$ cat src/rtl/br_ctrl_pkg.sv
// Shared types and constants for the branch/trap redirect controller.
package br_ctrl_pkg;

    localparam int XLEN = 32;

    typedef enum logic [1:0] {
        PC_PLUS4    = 2'b00,
        PC_REDIRECT = 2'b01,
        PC_HOLD     = 2'b10
    } pc_sel_t;

    typedef enum logic {
        IDLE     = 1'b0,
        REDIRECT = 1'b1
    } redir_state_t;

endpackage

$ cat src/rtl/redirect_perf_cnt.sv
// Wrapping 32-bit event counter for redirect statistics; built only when
// BRANCH_REDIRECT_PERF_EN is defined.
module redirect_perf_cnt
    import br_ctrl_pkg::*;
(
    input  logic            clk,
    input  logic            rst,
    input  logic            inc_i,
    output logic [XLEN-1:0] cnt_o
);

    logic [XLEN-1:0] cnt_q;

    // Natural modular wrap from all-ones back to zero.
    always_ff @(posedge clk) begin
        if (rst)
            cnt_q <= '0;
        else if (inc_i)
            cnt_q <= cnt_q + 1'b1;
    end

    assign cnt_o = cnt_q;

endmodule

$ cat src/rtl/branch_redirect_ctrl.sv
// PC redirect / flush / stall controller for taken branches and CSR traps.
// Optional performance counters are enabled with BRANCH_REDIRECT_PERF_EN.
module branch_redirect_ctrl
    import br_ctrl_pkg::*;
(
    input  logic            clk,
    input  logic            rst,
    input  logic            ex_valid,
    input  logic            br_taken,
    input  logic [XLEN-1:0] br_target,
    input  logic            csr_redirect,
    input  logic [XLEN-1:0] csr_target,
    input  logic            load_use,
    input  logic            imem_ready,
    output logic [1:0]      pc_sel,
    output logic [XLEN-1:0] redirect_pc,
    output logic            flush_if_id,
    output logic            flush_id_ex,
    output logic            stall_if,
    output logic            stall_id,
    output logic            busy
`ifdef BRANCH_REDIRECT_PERF_EN
    ,
    output logic [XLEN-1:0] br_redirect_cnt,
    output logic [XLEN-1:0] csr_redirect_cnt
`endif
);

    redir_state_t    state_q;
    logic [XLEN-1:0] redirect_pc_q;
    logic            capture;

    assign capture = (state_q == IDLE) && (csr_redirect || (ex_valid && br_taken));

    always_ff @(posedge clk) begin
        if (rst) begin
            state_q       <= IDLE;
            redirect_pc_q <= '0;
        end else begin
            case (state_q)
                IDLE: begin
                    if (capture) begin
                        state_q       <= REDIRECT;
                        redirect_pc_q <= csr_redirect ? csr_target : br_target;
                    end
                end
                REDIRECT: begin
                    // A late trap retargets fetch and costs one more redirect cycle
                    // even if the old target was accepted this cycle.
                    if (csr_redirect)
                        redirect_pc_q <= csr_target;
                    else if (imem_ready)
                        state_q <= IDLE;
                end
                default: state_q <= IDLE;
            endcase
        end
    end

    always_comb begin
        pc_sel      = PC_PLUS4;
        flush_if_id = 1'b0;
        flush_id_ex = 1'b0;
        stall_if    = 1'b0;
        stall_id    = 1'b0;
        if (!rst) begin
            if (state_q == REDIRECT) begin
                pc_sel      = PC_REDIRECT;
                flush_if_id = 1'b1;
            end else if (capture) begin
                pc_sel      = PC_HOLD;
                flush_if_id = 1'b1;
                flush_id_ex = 1'b1;
            end else if (load_use) begin
                pc_sel      = PC_HOLD;
                stall_if    = 1'b1;
                stall_id    = 1'b1;
                flush_id_ex = 1'b1;
            end
        end
    end

    assign redirect_pc = redirect_pc_q;
    assign busy        = (state_q == REDIRECT);

`ifdef BRANCH_REDIRECT_PERF_EN
    logic br_inc;
    logic csr_inc;

    // CSR requests always win: capture in IDLE, override in REDIRECT.
    assign br_inc  = capture && !csr_redirect;
    assign csr_inc = csr_redirect;

    redirect_perf_cnt u_br_cnt (
        .clk   (clk),
        .rst   (rst),
        .inc_i (br_inc),
        .cnt_o (br_redirect_cnt)
    );

    redirect_perf_cnt u_csr_cnt (
        .clk   (clk),
        .rst   (rst),
        .inc_i (csr_inc),
        .cnt_o (csr_redirect_cnt)
    );
`endif

endmodule
$ cat config.mk
export PLATFORM = sky130hd
export DESIGN_NAME = branch_redirect_ctrl
export DESIGN_NICKNAME = d
export VERILOG_FILES = /design/src/rtl/br_ctrl_pkg.sv /design/src/rtl/redirect_perf_cnt.sv /design/src/rtl/branch_redirect_ctrl.sv
export SDC_FILE = /design/constraint.sdc
export NUM_CORES = 1
export LEC_CHECK = 0
export CAP_MARGIN = 30
export CORE_UTILIZATION = 37
export CTS_BUF_LIST = sky130_fd_sc_hd__clkbuf_16
export CTS_CLUSTER_SIZE = 10
export DETAILED_ROUTE_END_ITERATION = 10
export PLACE_DENSITY_LB_ADDON = 0.25
export SKIP_LAST_GASP = 1
export SYNTH_ARGS = -nofsm -noshare
export SYNTH_HDL_FRONTEND = slang
export SYNTH_SLANG_ARGS = --single-unit
$ cat constraint.sdc
create_clock -name clk -period 1.65 [get_ports clk]
set_clock_uncertainty 0.2 [all_clocks]
set_input_delay 0.33 -clock clk [delete_from_list [all_inputs] [get_ports clk]]
set_output_delay 0.33 -clock clk [all_outputs]
set_load 0.005 [all_outputs]
==> qor.yml, run 1 <==
status: "finished, violations left"
violations: "setup timing"
yosys.area_share.simple_pct: 11.1
mappedNetlistArea_um2: 1810
antenna-diode-count: 0
synth_async_sr_flop_share_pct: 0
power_density_over_the_cells_nw_per_um2: 752
grt_pass1_vias: 1639
synth_top_family_by_area: "compound AO/OA/AOI/OAI gates"
slew_viol_final: 0
cts-htree-levels: 2
dr_total_vias: 1712
place_inst: 334
final_wl_um: 5140
initial_utilization_pct: 38.3
synthDominantCellAreaShare_pct: 36.5
avgSynthCellArea_um2: 11.3
cts_hold_buf: 0
fill_cells: 382
transition_time_at_the_pin_with_the_least_slew_margin_ps: 530
synth_xor_area_share_pct: 0
placed_area_um2: 3030
start_kind: "flip-flop"
synthTopCellsByArea: "dfxtp_1 (37%), a221oi_2 (25%), mux2i_1 (18%)"
synth-adder-area-share_pct: 0
routed_wire_length_per_instance_um: 15.0
reg2reg_slack_ps: 30
ioPinCount: 110
coreArea_um2: 4720
number_of_cts_inserted_buffers: 5
drive_gt1_share_pct: 29.3
cts_sinks: 33
timing.hold.worst.start: "rst"
layout.cells.non_filler: 343
synth-seq-cells: 33
area_growth_syn_to_layout_pct: 82.2
clk_path_buf_depth: 2
worst_setup_path_type: "reg2out"
ys.flop_type: "dfxtp_1"
drt_first_iter_violations: 57
timing.final.crit_period_ps: 1770
grtUsageTotal_pct: 19.2
place_congestion: 0.664
die_w_um: 71.9
cp_max_fo: 3
first_pass_grt_wire_length_um: 7800
synth.yosys.warnings: 0
clk-insertion-delay-late_ps: 270
relSlewSlack_pct: 64.7
synthMuxAreaShare_pct: 17.7
seq_area_frac_synth_pct: 36.5
area_enclosed_by_the_die_boundary_um2: 5170
grt_remaining_overflow: 0
yosysUniqueCellTypes: 20
synth-edff-count: 0
clk_pin_slew_ps: 50
hold_class: "in2reg"
syn-num-nets: 231
hold_path_depth: 3
via_per_inst: 4.99
post-place-ws_ps: -614
holdPathEnd: "busy$_SDFF_PP0_"
required_ps: 1120
finalInstanceArea_um2: 3300
power_uw: 2480
nNetsFinal: 347
fmax_ghz: 0.564
reg2reg_from: "busy$_SDFF_PP0_"
period_utilisation_layout_pct: 107
rr_worst_depth: 6
synth_top_cell_by_area: "dfxtp_1"
placement.io_buffers: 109
drv_cap: 0
fp.dieH_um: 71.9
netlist_instances: 160
drt_drc_violations_left: 0
critPathCaptureType: "output port"
route.antenna.remaining_nets: 0
grt_antenna_before_repair: 0
vdd_ir_drop_max_mv: 0.390
setup_violations: 3
cts_tree: "built"
cts_root_buf: "clkbuf_16"
synth_compound_gate_area_share_pct: 26.9
crit-reg2reg-capture: "redirect_pc[21]$_SDFFE_PP0P_"
grt_max_degree: 34
placement_row_count: 25
dp.final_hpwl_um: 3530
leakagePower_uw: 0.00161
worst_ep_arrival_time_ps: 1240
rsz0062_at_grt: "yes"
timing.final.hold_violations: 0
drt_first_pass_iters: 4
fin_ws_ps: -124
leading_cell_types_by_count_after_synthesis: "dfxtp_1 (33), nor2_1 (33), mux2i_1 (32)"
layout by cell type, fill, tap and decap left out, drive strengths merged:
cell type       n
dfxtp          33
nor2b           1
nor2           34
clkbuf          6
dlymetal6s2s   23
and4b           1
mux2i          32
a221oi         32
inv             2
nand3b          1
a21oi           1
dlygate4sd2    11
clkdlybuf4s50  68
clkinv          1
a31oi           1
clkdlybuf4s15   1
nand2           2
nand2b          1
buf            24
a211oi          1
registers in the layout (all words and copies together) (netlist names):
register / cells
busy: 1
redirect_pc: 32
cell type report:
type / count / area, um^2 / share of cell area (%)
Timing Repair Buffer: 128 / 1350 / 40.9
Multi-Input combinational cell: 107 / 1060 / 32.3
Sequential cell: 33 / 664 / 20.2
Clock buffer: 5 / 125 / 3.80
Tap cell: 67 / 83.8 / 2.54
Clock inverter: 2 / 7.51 / 0.228
Inverter: 1 / 3.75 / 0.114
per-layer routing:
metal | vias to the layer above | global-route usage (%) | part of all wire [%]
met4 | 0 | 5.45 | 1.3
met2 | 73 | 32.0 | 48
met5 | - | 0 | 0
met3 | 6 | 6.11 | 7.4
li1 | 836 | - | -
met1 | 797 | 23.9 | 44
worst max-delay path, cell delays in order, from the launching register on:
cell and delay, ps:
dfxtp_4 350, buf_12 130, nor2_8 80, and4b_1 220
buf_4 120, buf_6 80
power breakdown:
| group | total [uW] | switching, uW | internal (uW) |
|---|---|---|---|
| Clock | 842 | 304 | 538 |
| Combinational | 732 | 289 | 443 |
| Sequential | 903 | 32.8 | 870 |
| Total | 2480 | 627 | 1850 |
worst max-delay path by stage:
stage / from / to / slack [ps]
4_1_cts: busy$_SDFF_PP0_ / stall_id / -130
6_report: busy$_SDFF_PP0_ / stall_id / -120
2_1_floorplan: csr_redirect / stall_if / 20
3_5_place_dp: csr_redirect / stall_id / -610
3_3_place_gp: csr_redirect / stall_if / -590
5_1_grt: busy$_SDFF_PP0_ / stall_id / -170
logic make-up (layout without fill, tap and decap cells):
logic type,Yosys count,after routing
AND/OR/NAND/NOR,40,40
AO/OA/AOI/OAI,35,35
flip-flops,33,33
multiplexers,32,32
buffers and inverters,20,136
per-stage QoR:
| stage | hold slack, ps | util [%] | TNS (ps) |
|---|---|---|---|
| after CTS | 187 | 67.3 | -211 |
| final | 190 | 69.8 | -176 |
| after floorplan | 319 | - | 0 |
| after detailed placement | 330 | 64.1 | -19930 |
| after global routing | 205 | 69.8 | -876 |
| after global placement | 313 | 64.1 | -19210 |
what timing repair did:
action,4_1_cts,5_1_grt
gates resized for setup,39,42
setup buffers,2,0
setup endpoints to repair,45,61
pin swaps,3,0
(Power assumes the default switching activity.)
==> inputs of run 2 (changes only) <==
CAP_MARGIN = not set   (was 30)
clock period = 1.9 ns   (was 1.65 ns; I/O delays follow)
==> run 2 against run 1 <==
Compared with the run above:
- the run now ends clean
- design area decreased by 1.6%
- register-to-register slack improved by 320 ps
- hold slack improved by 66 ps
- critical path type is now in2out
- critical endpoint is now stall_if
==> qor.yml, run 2 (same netlist as run 1, synthesis figures left out) <==
worst_ep_arrival_time_ps: 1280  # +40 ps
number_of_cts_inserted_buffers: 5  # unchanged
setup_violations: 0  # -3
critical-path-max-stage-delay_ps: 230  # -120 ps
cts-htree-levels: 2  # unchanged
hold_class: "in2reg"
drive_gt1_share_pct: 25.4  # -3.9 points
critical-path-top-delay-family: "buffers and inverters"
power_density_over_the_cells_nw_per_um2: 753  # +0.14%
place_congestion: 0.714  # +7.6%
transition_time_at_the_pin_with_the_least_slew_margin_ps: 339  # -191 ps
grt_pass1_vias: 1693  # +3.3%
start_kind: "primary input"
mostFrequentLayoutCell: "clkdlybuf4s50_1"
critPathCaptureType: "output port"
placement.io_buffers: 109  # unchanged
coreArea_um2: 4720  # unchanged
total_buffers_and_inverters_traversed_by_the_critical_path: 3  # unchanged
holdPathEnd: "redirect_pc[4]$_SDFFE_PP0P_"
max_ffs_per_register: 32  # unchanged
cts_root_buf: "clkbuf_16"
dp.final_hpwl_um: 3660  # +3.7%
crit-reg2reg-capture: "redirect_pc[0]$_SDFFE_PP0P_"
clk_pin_slew_ps: 50  # about the same
ioPinCount: 110  # unchanged
slowest_stage: "and4b_1"
hold_path_depth: 3  # unchanged
relSlewSlack_pct: 77.4  # +13 points
cts_tree: "built"
die_w_um: 71.9  # unchanged
crit_path_frequent_cell: "clkdlybuf4s15_2"
area_enclosed_by_the_die_boundary_um2: 5170  # unchanged
area_growth_syn_to_layout_pct: 79.3
leakagePower_uw: 0.00129  # -20%
reg2reg_slack_ps: 350  # +320 ps
first_pass_grt_wire_length_um: 8070  # +3.5%
drv_cap: 0  # unchanged
timing.hold.worst.start: "rst"
placement_row_count: 25  # unchanged
nNetsFinal: 349  # +0.58%
cp_max_fo: 4  # +1
routed_wire_length_per_instance_um: 14.4  # -4.1%
antenna-diode-count: 0  # unchanged
timing.final.hold_violations: 0  # unchanged
clk-insertion-delay-late_ps: 270  # about the same
grt_remaining_overflow: 0  # unchanged
final_wl_um: 4970  # -3.3%
rr_worst_depth: 4  # -2
route.antenna.remaining_nets: 0  # unchanged
initial_utilization_pct: 38.3  # unchanged
timing.final.crit_period_ps: 1860
worst_setup_path_type: "in2out"
cts_hold_buf: 0  # unchanged
drt_drc_violations_left: 0  # unchanged
via_per_inst: 4.97  # -0.40%
clk_path_buf_depth: 2  # unchanged
rsz0062_at_grt: "no"
sum_of_negative_setup_slack_ps: 0  # +176 ps
required_ps: 1320  # +200 ps
fmax_ghz: 0.538
status: "complete, no violations"
dr_total_vias: 1720  # +0.47%
fp.dieH_um: 71.9  # unchanged
grtUsageTotal_pct: 20.0  # +0.85 points
vdd_ir_drop_max_mv: 0.414  # +6.1%
holdWs_ps: 257  # +66.5 ps
grt_max_degree: 22  # -35%
slew_viol_final: 0  # unchanged
cts_sinks: 33  # unchanged
period_utilisation_layout_pct: 97.9
drt_first_iter_violations: 75  # +32%
crit_path_cell_trace: "clkdlybuf4s15_2 > buf_6 > nor2_8 > and4b_1 > clkdlybuf4s15_2"
mostFrequentLayoutCells: "clkdlybuf4s50_1 (98), nor2_1 (33), mux2i_1 (32), dfxtp_1 (32), a221oi_2 (30)"
grt_antenna_before_repair: 0  # unchanged
reg2reg_from: "busy$_SDFF_PP0_"
drt_first_pass_iters: 4  # unchanged
-- run 2: changes by cell type in the layout (fill, tap and decap cells not counted), sizes merged --
cell	change
bufinv	+2
inv	-1
clkdlybuf4s50	+30
buf	-2
dlygate4sd2	-6
clkdlybuf4s15	+2
clkbuf	+1
dlymetal6s2s	-23
-- run 2: layout make-up --
class | count | area, um^2
clock buffer | 5 | 125
fill | 380 | 1480
inverter | 1 | 3.75
multi-input combinational | 107 | 1020
sequential | 33 | 664
timing repair buffer | 130 | 1280
tap | 67 | 83.8
clock inverter | 3 | 65.1
-- run 2: timing repair --
action | in CTS | in global routing
pin swaps | 2 | 2
buffers inserted | 1 | 0
endpoints found under the setup margin | 26 | 3
gates resized for setup | 23 | 2
-- run 2: per-layer routing --
| layer | vias up | wire, um | GRT usage (%) |
|---|---|---|---|
| li1 | 845 | - | - |
| met1 | 802 | 2110 | 24.0 |
| met2 | 67 | 2490 | 34.8 |
| met3 | 6 | 297 | 5.00 |
| met4 | 0 | 66 | 7.41 |
| met5 | - | 0 | 0 |
-- run 2: worst reg2reg max path: stages, from the launching register on --
cell,delay (ps)
dfxtp_4,370
nor2_8,100
buf_4,330
mux2i_1,170
a221oi_2,290
-- run 2: where the power goes --
group | switching [uW] | total, uW | internal [uW]
registers | 33.5 | 788 | 755
logic | 231 | 615 | 384
clock network | 290 | 1040 | 748
total | 554 | 2440 | 1890
-- run 2: how the worst max path moves through the flow --
stage | startpoint | end | slack, ps | cells after the start
3_3_place_gp | ex_valid | pc_sel[1] | -570 | 4
4_1_cts | ex_valid | pc_sel[1] | 10 | 5
3_5_place_dp | ex_valid | pc_sel[1] | -620 | 4
5_1_grt | csr_redirect | stall_if | 2 | 5
2_1_floorplan | rst | pc_sel[1] | 90 | 4
6_report | csr_redirect | stall_if | 40 | 5
-- run 2: through the flow --
stage	worst slack (ps)	area, um^2	util (%)	instances	power [uW]
after floorplan	91.7	1810	-	160	1080
after global placement	-566	3040	64.4	337	1420
after detailed placement	-619	3040	64.4	337	1420
after CTS	14.2	3250	68.9	346	2470
after global routing	1.90	3240	68.7	346	2540
final	40.0	3240	68.7	346	2440
